## config.mk

```make
export PLATFORM = sky130hd
export DESIGN_NAME = signext_mc_ctrl
export DESIGN_NICKNAME = d
export VERILOG_FILES = /design/src/rtl/signext_mc_ctrl_pkg.sv /design/src/rtl/signext_mc_ctrl.sv
export SDC_FILE = /design/constraint.sdc
export NUM_CORES = 1
export LEC_CHECK = 0
export CAP_MARGIN = 40
export CORE_AREA = 5 5 42 44
export CTS_BUF_LIST = sky130_fd_sc_hd__clkbuf_8
export CTS_CLUSTER_DIAMETER = 200
export CTS_CLUSTER_SIZE = 25
export DETAILED_ROUTE_END_ITERATION = 8
export DIE_AREA = 0 0 47 49
export GPL_TIMING_DRIVEN = 0
export PLACE_DENSITY = 0.82
export SLEW_MARGIN = 30
export SYNTH_ARGS = -nofsm -noshare
export SYNTH_HDL_FRONTEND = slang
export SYNTH_SLANG_ARGS = --single-unit
```

## constraint.sdc

```tcl
create_clock -name clk -period 1.9 [get_ports clk]
set_clock_uncertainty 0.1 [all_clocks]
set_input_delay 0.19 -clock clk [delete_from_list [all_inputs] [get_ports clk]]
set_output_delay 0.19 -clock clk [all_outputs]
set_load 0.05 [all_outputs]
```

## src/rtl/signext_mc_ctrl_pkg.sv

```systemverilog
// Shared constants for the multicycle controller: opcodes, FSM state encoding,
// and the alu_op / alu_src_b / pc_src field encodings.
package signext_mc_ctrl_pkg;

  localparam logic [5:0] OP_RTYPE = 6'b000000;
  localparam logic [5:0] OP_J     = 6'b000010;
  localparam logic [5:0] OP_BEQ   = 6'b000100;
  localparam logic [5:0] OP_ADDI  = 6'b001000;
  localparam logic [5:0] OP_ANDI  = 6'b001100;
  localparam logic [5:0] OP_ORI   = 6'b001101;
  localparam logic [5:0] OP_LW    = 6'b100011;
  localparam logic [5:0] OP_SW    = 6'b101011;

  typedef enum logic [3:0] {
    S_FETCH   = 4'd0,
    S_DECODE  = 4'd1,
    S_MEMADR  = 4'd2,
    S_MEMRD   = 4'd3,
    S_MEMWB   = 4'd4,
    S_MEMWR   = 4'd5,
    S_EXEC    = 4'd6,
    S_ALUWB   = 4'd7,
    S_BRANCH  = 4'd8,
    S_IMMEXEC = 4'd9,
    S_IMMWB   = 4'd10,
    S_JUMP    = 4'd11,
    S_ILLEGAL = 4'd12
  } state_t;

  localparam logic [1:0] ALU_ADD   = 2'b00;
  localparam logic [1:0] ALU_SUB   = 2'b01;
  localparam logic [1:0] ALU_FUNCT = 2'b10;
  localparam logic [1:0] ALU_LOGIC = 2'b11;

  localparam logic [1:0] SRCB_REG     = 2'b00;
  localparam logic [1:0] SRCB_FOUR    = 2'b01;
  localparam logic [1:0] SRCB_IMM     = 2'b10;
  localparam logic [1:0] SRCB_IMM_SH2 = 2'b11;

  localparam logic [1:0] PC_ALU    = 2'b00;
  localparam logic [1:0] PC_ALUOUT = 2'b01;
  localparam logic [1:0] PC_JUMP   = 2'b10;

  function automatic logic is_logic_imm(input logic [5:0] opc);
    return (opc == OP_ANDI) || (opc == OP_ORI);
  endfunction

endpackage

```

## src/rtl/signext_mc_ctrl.sv

```systemverilog
// Moore controller for a multicycle MIPS-style datapath with a sign/zero extender.
// Optional macro LOGIC_IMM_EN adds andi/ori (zero-extended, logic ALU op) decode.
module signext_mc_ctrl
  import signext_mc_ctrl_pkg::*;
(
  input  logic       clk,
  input  logic       rst_n,
  input  logic [5:0] op,
  input  logic       mem_ready,
  output logic       pc_write,
  output logic       pc_write_cond,
  output logic       iord,
  output logic       mem_read,
  output logic       mem_write,
  output logic       ir_write,
  output logic       reg_dst,
  output logic       mem_to_reg,
  output logic       reg_write,
  output logic       alu_src_a,
  output logic [1:0] alu_src_b,
  output logic [1:0] alu_op,
  output logic [1:0] pc_src,
  output logic       ext_op,
  output logic       illegal,
  output logic [3:0] state
);

  state_t state_reg;
  state_t state_next;

  always_ff @(posedge clk) begin
    if (!rst_n) begin
      state_reg <= S_FETCH;
    end else begin
      state_reg <= state_next;
    end
  end

`ifdef LOGIC_IMM_EN
  // IMMEXEC must not look at op, so the andi/ori flavour is captured in DECODE.
  logic limm_reg;

  always_ff @(posedge clk) begin
    if (!rst_n) begin
      limm_reg <= 1'b0;
    end else if (state_reg == S_DECODE) begin
      limm_reg <= is_logic_imm(op);
    end
  end
`endif

  always_comb begin
    state_next = state_reg;
    case (state_reg)
      S_FETCH:   if (mem_ready) state_next = S_DECODE;
      S_DECODE: begin
        case (op)
          OP_LW, OP_SW: state_next = S_MEMADR;
          OP_RTYPE:     state_next = S_EXEC;
          OP_BEQ:       state_next = S_BRANCH;
          OP_ADDI:      state_next = S_IMMEXEC;
`ifdef LOGIC_IMM_EN
          OP_ANDI, OP_ORI: state_next = S_IMMEXEC;
`endif
          OP_J:         state_next = S_JUMP;
          default:      state_next = S_ILLEGAL;
        endcase
      end
      S_MEMADR:  state_next = (op == OP_SW) ? S_MEMWR : S_MEMRD;
      S_MEMRD:   if (mem_ready) state_next = S_MEMWB;
      S_MEMWR:   if (mem_ready) state_next = S_FETCH;
      S_MEMWB:   state_next = S_FETCH;
      S_EXEC:    state_next = S_ALUWB;
      S_ALUWB:   state_next = S_FETCH;
      S_BRANCH:  state_next = S_FETCH;
      S_IMMEXEC: state_next = S_IMMWB;
      S_IMMWB:   state_next = S_FETCH;
      S_JUMP:    state_next = S_FETCH;
      S_ILLEGAL: state_next = S_FETCH;
      default:   state_next = S_FETCH;
    endcase
  end

  // Outputs depend on state only; the FETCH write enables are the sole mem_ready terms.
  always_comb begin
    pc_write      = 1'b0;
    pc_write_cond = 1'b0;
    iord          = 1'b0;
    mem_read      = 1'b0;
    mem_write     = 1'b0;
    ir_write      = 1'b0;
    reg_dst       = 1'b0;
    mem_to_reg    = 1'b0;
    reg_write     = 1'b0;
    alu_src_a     = 1'b0;
    alu_src_b     = SRCB_REG;
    alu_op        = ALU_ADD;
    pc_src        = PC_ALU;
    ext_op        = 1'b1;
    illegal       = 1'b0;
    case (state_reg)
      S_FETCH: begin
        mem_read  = 1'b1;
        alu_src_b = SRCB_FOUR;
        ir_write  = mem_ready;
        pc_write  = mem_ready;
      end
      S_DECODE:  alu_src_b = SRCB_IMM_SH2;
      S_MEMADR: begin
        alu_src_a = 1'b1;
        alu_src_b = SRCB_IMM;
      end
      S_MEMRD: begin
        mem_read = 1'b1;
        iord     = 1'b1;
      end
      S_MEMWR: begin
        mem_write = 1'b1;
        iord      = 1'b1;
      end
      S_MEMWB: begin
        reg_write  = 1'b1;
        mem_to_reg = 1'b1;
      end
      S_EXEC: begin
        alu_src_a = 1'b1;
        alu_op    = ALU_FUNCT;
      end
      S_ALUWB: begin
        reg_write = 1'b1;
        reg_dst   = 1'b1;
      end
      S_BRANCH: begin
        alu_src_a     = 1'b1;
        alu_op        = ALU_SUB;
        pc_write_cond = 1'b1;
        pc_src        = PC_ALUOUT;
      end
      S_IMMEXEC: begin
        alu_src_a = 1'b1;
        alu_src_b = SRCB_IMM;
`ifdef LOGIC_IMM_EN
        if (limm_reg) begin
          ext_op = 1'b0;
          alu_op = ALU_LOGIC;
        end
`endif
      end
      S_IMMWB:   reg_write = 1'b1;
      S_JUMP: begin
        pc_write = 1'b1;
        pc_src   = PC_JUMP;
      end
      S_ILLEGAL: illegal = 1'b1;
      default: ;
    endcase
  end

  assign state = state_reg;

endmodule

```

## Word level (Yosys, flattened, before mapping)

Cells that the tools add are included.
W data, S select, Z words.

- Register bits after elaboration: 4
- Bits of input ports: 9
- Output and inout bits: 22
- Logic and storage cells: 50

- Equality and inequality tests: 20
- Mux-type cells: 20
- Reductions and logical operators: 9

Operators with widths:

| operator | number |
|---|---|
| $pmux W4 S7 | 1 |
| $eq A4 B4 Y1 const B | 5 |
| $pmux W4 S5 | 1 |
| $eq A4 B3 Y1 const B | 4 |
| $eq A6 B6 Y1 const B | 2 |
| $mux W4 | 3 |
| $mux W1 | 10 |
| $eq A4 B2 Y1 const B | 2 |
| $pmux W2 S2 | 2 |
| $reduce_or A2 Y1 | 4 |
| $eq A6 B2 Y1 const B | 1 |
| $eq A6 B3 Y1 const B | 1 |
| $eq A6 B4 Y1 const B | 1 |
| $logic_not A6 Y1 | 1 |
| $ne A2 B2 Y1 const B | 3 |
| $pmux W2 S3 | 1 |
| $eq A4 B1 Y1 const B | 1 |
| $logic_not A4 Y1 | 1 |
| $reduce_or A4 Y1 | 1 |
| $mux W3 | 1 |
| $reduce_and A3 Y1 | 1 |
| $reduce_or A3 Y1 | 1 |
| $pmux W1 S2 | 1 |

## Depth between registers and ports, before layout

Gate-level depths: netlist of run 1.

- Word-level depth: 4
- Mapped depth: 5
- Gate-level depth less buffers: 5

## Worst setup path before layout of run 1

No wires, ideal clock.

- Path type: flip-flop to flip-flop
- Start point: register state_reg[2], in the netlist state[2]
- End point: register state_reg[2], in the netlist state[2]
- Data arrival time: 2334 ps
- Setup slack: -592 ps
- Cell stages (with the launch flop): 6
- Clock period less this slack: 2492 ps
- Cell sequence: dfxtp_1 -> nand2_1 -> nor3_1 -> nor2_1 -> a21oi_1 -> o21a_1

- Longest elaborated chain between the ends: 3
- Elaborated cells between the ends (all ways): 12
- Those cells by class: eq/ne: 9; mux: 1; reduce/logical: 2

RTL lines:

| item | RTL line | text |
|---|---|---|
| from (decl) | signext_mc_ctrl.sv:28 | `state_t state_reg;` |
| from (signal assigned) | signext_mc_ctrl.sv:35 | `state_reg <= state_next;` |
| $eq A4 B2 Y1 (tied with other cells) | signext_mc_ctrl.sv:54 | `case (state_reg)` |
| $ne A2 B2 Y1 (no source line) | -- |  |
| $reduce_and A3 Y1 (no source line) | -- |  |

Several ways; a longest one is shown, not always the timed one.
A chain may end at the register's enable or synchronous reset.

## Worst setup path after layout of run 1

- Start point: register state_reg[0], in the netlist state[0]
- End point: output alu_op[1]

- Longest elaborated chain between the ends: 2
- Elaborated cells between the ends (all ways): 3
- Those cells by class: eq/ne: 2; mux: 1

RTL lines:

| item | RTL line | text |
|---|---|---|
| $eq A4 B4 Y1 / $eq A4 B3 Y1 (equally long branches) | signext_mc_ctrl.sv:101 | `case (state_reg)` |
| $pmux W2 S2 * | signext_mc_ctrl.sv:101 |  |
| to (decl) | signext_mc_ctrl.sv:21 | `output logic [1:0] alu_op,` |

Mark *: on every way between the ends. The rest lies on a longest branch, timed or not.

==> impl_results.md, run 1 <==
- Die area: 2300 um^2
- Final hold violation count: 0
- CTS tree: done
- Via density: 5.53
- Final-stage net count: 119
- Fin Setup TNS: 0 ns
- Worst Setup SP: state[0]$_SDFFE_PN0P_
- Routed wire length: 1.73 mm
- Slew @ Worst Pin: 0.507 ns
- Design area: 916 um^2
- Hpwl dp: 1.27 mm
- Flip-flop count of the largest register after layout: 4
- Ant diodes: 0
- # fillers: 134
- Area growth syn-to-layout: 81.6%
- Bufs on Longest Clock Path: 2
- Switching Fraction: 0.425
- Proportion of synthesized area in mux cells: 0
- Startpoint class of the critical path: flip-flop
- Setup repair bufs after CTS: 0
- CTS Buf Count: 3
- Core box area: 1400 um^2
- Endpoints failing setup: 0
- First-pass GRT wire length: 2.77 mm
- Largest net degree at the start of global routing: 11
- Worst-path cell chain: clkbuf_2, nor3_2, clkdlybuf4s15_1
- Part of the power in registers: 0.176
- Slowest cell on crit path: clkdlybuf4s15_1
- Post-synth net total: 85
- RePlAce Congestion: 0.784
- Synth Instances: 76
- WL met3: 152 um
- Bufs and invs on worst path: 2
- Highest clock rate: 0.542 GHz
- Metal2 WL: 857 um
- Outcome: finished clean
- Predominant post-synthesis flop cell: dfxtp_1
- Total chip power: 0.551 mW
- Maxcap violations: 0
- Setup crit end kind: output port
- Hold Crit Class: in -> reg
- Initial antenna violation count: 0
- Seq cells post-synth: 4
- Largest family of logic cells by synthesized area: simple AND/OR/NAND/NOR gates
- EDFF count, synth: 0
- PortBufs: 29
- Post-Syn Area: 504 um^2
- IO Pins: 31
- Delay-heaviest family, CP: buffers and inverters
- Antenna Nets Post-Route: 0
- Final period util: 0.972
- Max H-tree Level: 1
- Row count: 14
- R2R Setup Slk: 0.35 ns
- CP Max Fanout: 10
- PD cells: 602 nW/um^2
- Synth Area per Inst: 6.63 um^2
- Post-synthesis simple-gate area fraction: 0.481
- Static Leakage: 0.360 nW
- CTS Root Cell: clkbuf_8
- HP Start: rst_n
- DRT Pass-1 Iters: 4
- Power share of the combinational group: 0.511
- RR Startpoint: state[1]$_SDFFE_PN0P_
- Die W: 47 um
- Largest stage delay, worst path: 0.53 ns
- Post-Synth XOR/XNOR Area: 0.0347
- Seq/Total Area, Yosys: 0.159
- Clock power share: 0.313
- Max-Slew Margin vs Limit: 0.661
- Clock slew at reported path FFs: 0.03 ns
- Total number of vias: 686
- Critical path arrival: 1.56 ns
- VDD IR-drop max: 0.000530 V
- Clock sinks: 4
- Fin crit period: 1.85 ns
- Crit Path Category: reg -> out
- First DRT Iteration DRCs: 14
- Ys async rst share: 0
- Placed inst area: 881 um^2
- Slew Limit Fails: 0
- Fin Hold WS: 0.498 ns
- Total GRT Usage: 0.158
- Initial Util: 0.360
- Number of global-route vias before repair: 615
- Layout cells sized above 1: 0.435
- Wire length on met1: 701 um
- Warning count from the yosys run: 0
- Required @ worst endpoint: 1.61 ns
- Adder-cell area share of the yosys netlist: 0
- Cell Int Power: 0.317 mW
- GRT overflow: 0
- Synth cell types: 30
- NetSw: 0.234 mW
- Die H: 49 um
- Unrepaired setup endpoints after global routing: yes
- Drt wl/cell: 14.0 um
- Residual DRC: 0
- Uppermost layer routed: met4
- Worst-skew pair later-pin latency: 0.21 ns
- Compound-Gate Fraction of Synth Area: 0.223
## placed cells by master (no fill, tap or decap), types with 2 or more instances in the layout
cell,n
xor2_1,2
nor4b_2,2
a21oi_1,5
clkdlybuf4s50_1,12
nand2_1,6
nor3_1,3
clkbuf_8,3
dlygate4sd2_1,2
nor2b_1,2
clkdlybuf4s15_2,8
nor3_2,5
clkbuf_2,4
inv_1,2
nor2_1,7
nand3_1,3
and3_2,2
buf_2,4
buf_4,4
nor2_2,2
nand2b_1,3
dfxtp_2,4
## worst reg2reg max path: stages (launching register included)
cell and delay (ns):
dfxtp_2 0.33, clkbuf_4 0.19, nor3_1 0.21, a21oi_1 0.09, o311ai_0 0.40, and2_1 0.18
## layout make-up
| type | count | area [um^2] | share of cell area |
|---|---|---|---|
| buffer | 7 | 47.5 | 0.0519 |
| clock buffer | 3 | 41.3 | 0.0451 |
| inverter | 2 | 7.51 | 0.00820 |
| multi-input combinational | 63 | 447 | 0.488 |
| sequential | 4 | 85.1 | 0.0929 |
| tap | 16 | 20.0 | 0.0219 |
| timing repair buffer | 29 | 268 | 0.292 |
## logic make-up (layout without fill, tap and decap cells)
logic type | after synthesis | in the layout
AND/OR/NAND/NOR | 44 | 44
buffers and inverters | 9 | 41
AO/OA/AOI/OAI | 16 | 16
flip-flops | 4 | 4
other | 1 | 1
XOR/XNOR | 2 | 2
## synth_stat cells, drive strengths merged (3+ instances only)
cell	n	area (um^2)
nand2b	4	25.0
a21oi	7	35.0
nand3	3	15.0
and3	3	20.0
nand2	6	22.5
nor2	10	37.5
nor3	8	40.0
dfxtp	4	80.1
nor4b	3	38.8
buf	5	32.5
## metal layers
| metal | vias up | track usage |
|---|---|---|
| li1 | 337 | - |
| met1 | 316 | 0.193 |
| met2 | 31 | 0.265 |
| met3 | 2 | 0.0258 |
| met4 | 0 | 0.0553 |
| met5 | - | 0 |
## power groups by stage
stage | Combinational, mW | Clock (mW) | Sequential, mW
finish | 0.282 | 0.172 | 0.0970
global route | 0.298 | 0.188 | 0.0980
CTS | 0.282 | 0.174 | 0.0969
detailed placement | 0.290 | 0 | 0.0978
global placement | 0.286 | 0 | 0.0979
floorplan | 0.176 | 0 | 0.115
## through the flow
step | util | worst slack [ns] | cells
after global placement | 0.629 | -0.378 | 121
after detailed placement | 0.629 | -0.380 | 121
after global routing | 0.654 | -0.00474 | 124
after CTS | 0.660 | -0.0657 | 124
after floorplan | - | -0.0106 | 76
final | 0.654 | 0.0538 | 124
## final timing paths
kind	end	cells past startpoint
setup / recovery	alu_op[1]	3
hold / removal	state[0]$_SDFFE_PN0P_	2
hold reg to reg	state[3]$_SDFFE_PN0P_	2
setup reg to reg	state[1]$_SDFFE_PN0P_	5
## timing repair
action	4_1_cts	5_1_grt
setup endpoints to repair	17	9
gates cloned	0	0
hold buffers	0	0
resized for setup	50	10
hold endpoints to repair	0	0
Power figures use the tool's default switching activity.
==> run 2, diff against run 1 <==
--- a/config.mk
+++ b/config.mk
@@ -12,9 +12,10 @@
 export CTS_CLUSTER_SIZE = 25
 export DETAILED_ROUTE_END_ITERATION = 8
 export DIE_AREA = 0 0 47 49
+export DONT_BUFFER_PORTS = 1
 export GPL_TIMING_DRIVEN = 0
-export PLACE_DENSITY = 0.82
 export SLEW_MARGIN = 30
 export SYNTH_ARGS = -nofsm -noshare
 export SYNTH_HDL_FRONTEND = slang
 export SYNTH_SLANG_ARGS = --single-unit
+export TNS_END_PERCENT = 20
==> run 2 against run 1 <==
  * Critical path depth fell by 1
  * Global-route usage fell by 1.3 points
  * First-iteration DRC count fell by 57%
  * Total power fell by 6.1%
  * Sequential share of layout area rose by 2.9 points
  * Via count fell by 16%
  * Die area did not move
  * Setup slack improved by 0.0052 ns
  * Register-to-register slack barely moved
  * Fmax rose by 0.28%
==> impl_results.md, run 2 (synthesis gave the netlist of run 1 again) <==
- Outcome: finished clean (unchanged)
- Largest stage delay, worst path: 0.55 ns (was 0.53 ns)
- Setup ws final: 0.0590 ns (was 0.0538 ns)
- Slew Limit Fails: 0 (unchanged)
- IO Pins: 31 (unchanged)
- Die W: 47 um (unchanged)
- Most frequent cells in the layout: nor2_1, clkbuf_8, nand2_1, a21oi_1, buf_6 (was clkdlybuf4s50_1, clkdlybuf4s15_2, nor2_1)
- Ant diodes: 0 (unchanged)
- Die H: 49 um (unchanged)
- Area growth syn-to-layout: 50.6% (was 81.6%)
- Number of global-route vias before repair: 559 (was 615)
- Core box area: 1400 um^2 (unchanged)
- Setup repair bufs after CTS: 0 (unchanged)
- CTS Buf Count: 3 (unchanged)
- Setup crit end kind: output port (unchanged)
- Residual DRC: 0 (unchanged)
- Hpwl dp: 1.15 mm (was 1.27 mm)
- CTS tree: done (unchanged)
- CP Max Fanout: 7 (was 10)
- Initial Util: 0.360 (unchanged)
- Total number of vias: 579 (was 686)
- Commonest non-fill, non-tap cell in the layout: nor2_1 (was clkdlybuf4s50_1)
- Flip-flop count of the largest register after layout: 4 (unchanged)
- Max-Slew Margin vs Limit: 0.446 (was 0.661)
- Maxcap violations: 0 (unchanged)
- Crit Path Category: reg -> out (unchanged)
- Worst-path cell chain: nand2b_1, a21oi_2 (was clkbuf_2, nor3_2, clkdlybuf4s15_1)
- DP Worst Slack: -0.404 ns (was -0.380 ns)
- Final Non-Filler Cells: 99 (was 124)
- Final hold violation count: 0 (unchanged)
- Sequential cell area: 92.6 um^2 (was 85.1 um^2)
- VDD IR-drop max: 0.000411 V (was 0.000530 V)
- Total chip power: 0.518 mW (was 0.551 mW)
- Multi-input combinational cell area: 489 um^2 (was 447 um^2)
- Final period util: 0.969 (was 0.972)
- PD cells: 682 nW/um^2 (was 602 nW/um^2)
- Routed wire length: 1.59 mm (was 1.73 mm)
- Max H-tree Level: 1 (unchanged)
- First-pass GRT wire length: 2.37 mm (was 2.77 mm)
- PortBufs: 0 (was 29)
- Unrepaired setup endpoints after global routing: yes (unchanged)
- Die area: 2300 um^2 (unchanged)
- Largest net degree at the start of global routing: 11 (unchanged)
- Worst-skew pair later-pin latency: 0.22 ns (was 0.21 ns)
- Slowest cell on crit path: a21oi_2 (was clkdlybuf4s15_1)
- First DRT Iteration DRCs: 6 (was 14)
- Clock slew at reported path FFs: 0.03 ns (about the same)
- Fin crit period: 1.84 ns (was 1.85 ns)
- RePlAce Congestion: 0.757 (was 0.784)
- CTS Root Cell: clkbuf_8 (unchanged)
- GRT overflow: 0 (unchanged)
- Slew @ Worst Pin: 0.827 ns (was 0.507 ns)
- Layout cells sized above 1: 0.446 (was 0.435)
- # fillers: 143 (was 134)
- Static Leakage: 0.265 nW (was 0.360 nW)
- Placed inst area: 591 um^2 (was 881 um^2)
- Required @ worst endpoint: 1.61 ns (about the same)
- Endpoints failing setup: 0 (unchanged)
- Fin Hold WS: 0.00812 ns (was 0.498 ns)
- Via density: 5.85 (was 5.53)
- Antenna Nets Post-Route: 0 (unchanged)
- Fin Setup TNS: 0 ns (unchanged)
- Design area: 759 um^2 (was 916 um^2)
- Core Util, Final: 0.542 (was 0.654)
- Total GRT Usage: 0.144 (was 0.158)
- Critical path arrival: 1.55 ns (was 1.56 ns)
- Bufs on Longest Clock Path: 2 (unchanged)
- Placed cells: 95 (was 121)
- Clock sinks: 4 (unchanged)
- DRT Pass-1 Iters: 4 (unchanged)
- Row count: 14 (unchanged)
- Drt wl/cell: 16.1 um (was 14.0 um)
- Initial antenna violation count: 0 (unchanged)
- Final-stage net count: 94 (was 119)
- Highest clock rate: 0.543 GHz (was 0.542 GHz)
- Startpoint class of the critical path: flip-flop (unchanged)
- Hold Crit Class: in -> reg (unchanged)
[run 2: cell count changes in the layout (fill, tap and decap cells not counted), sizes merged]
cell	change
dlygate4sd3	+1
dlygate4sd2	-2
clkdlybuf4s50	-12
clkdlybuf4s15	-9
clkbuf	-3
[run 2: layer usage]
layer	wire, um	global-route usage
met1	554	0.149
met2	783	0.219
met3	203	0.0406
met4	51	0.134
met5	0	0
[run 2: power by group]
part           switching [mW]  internal (mW)  total (mW)
combinational           0.159         0.0628       0.221
sequential             0.0256         0.0887       0.114
clock                  0.0470          0.135       0.182
[run 2: layout make-up]
| type | instances | share of cell area |
|---|---|---|
| Buffer | 7 | 0.105 |
| Clock buffer | 3 | 0.0544 |
| Inverter | 2 | 0.00988 |
| Multi-Input combinational cell | 63 | 0.644 |
| Sequential cell | 4 | 0.122 |
| Tap cell | 16 | 0.0264 |
| Timing Repair Buffer | 4 | 0.0379 |
[run 2: worst max-delay path: cells and delay by family, from the launching register on]
family / cells / cell delay [ns]
flops: 1 / 0.51
simple gates: 1 / 0.28
compound gates: 1 / 0.55
[run 2: worst paths after layout]
check	start	end	slack, ns	cells after the start
worst max-delay path	state[0]$_SDFFE_PN0P_	iord	0.06	2
worst min-delay path	rst_n	state[0]$_SDFFE_PN0P_	0.008	1
worst max register to register	state[0]$_SDFFE_PN0P_	state[2]$_SDFFE_PN0P_	0.36	5
worst min register to register	state[2]$_SDFFE_PN0P_	state[3]$_SDFFE_PN0P_	0.68	2
[run 2: timing repair]
action / in CTS / in global routing
gates resized for setup: 31 / 3
setup endpoints to repair: 18 / 5
pin swaps: 2 / 1
hold endpoints to repair: 2 / 0
hold buffers: 1 / 0
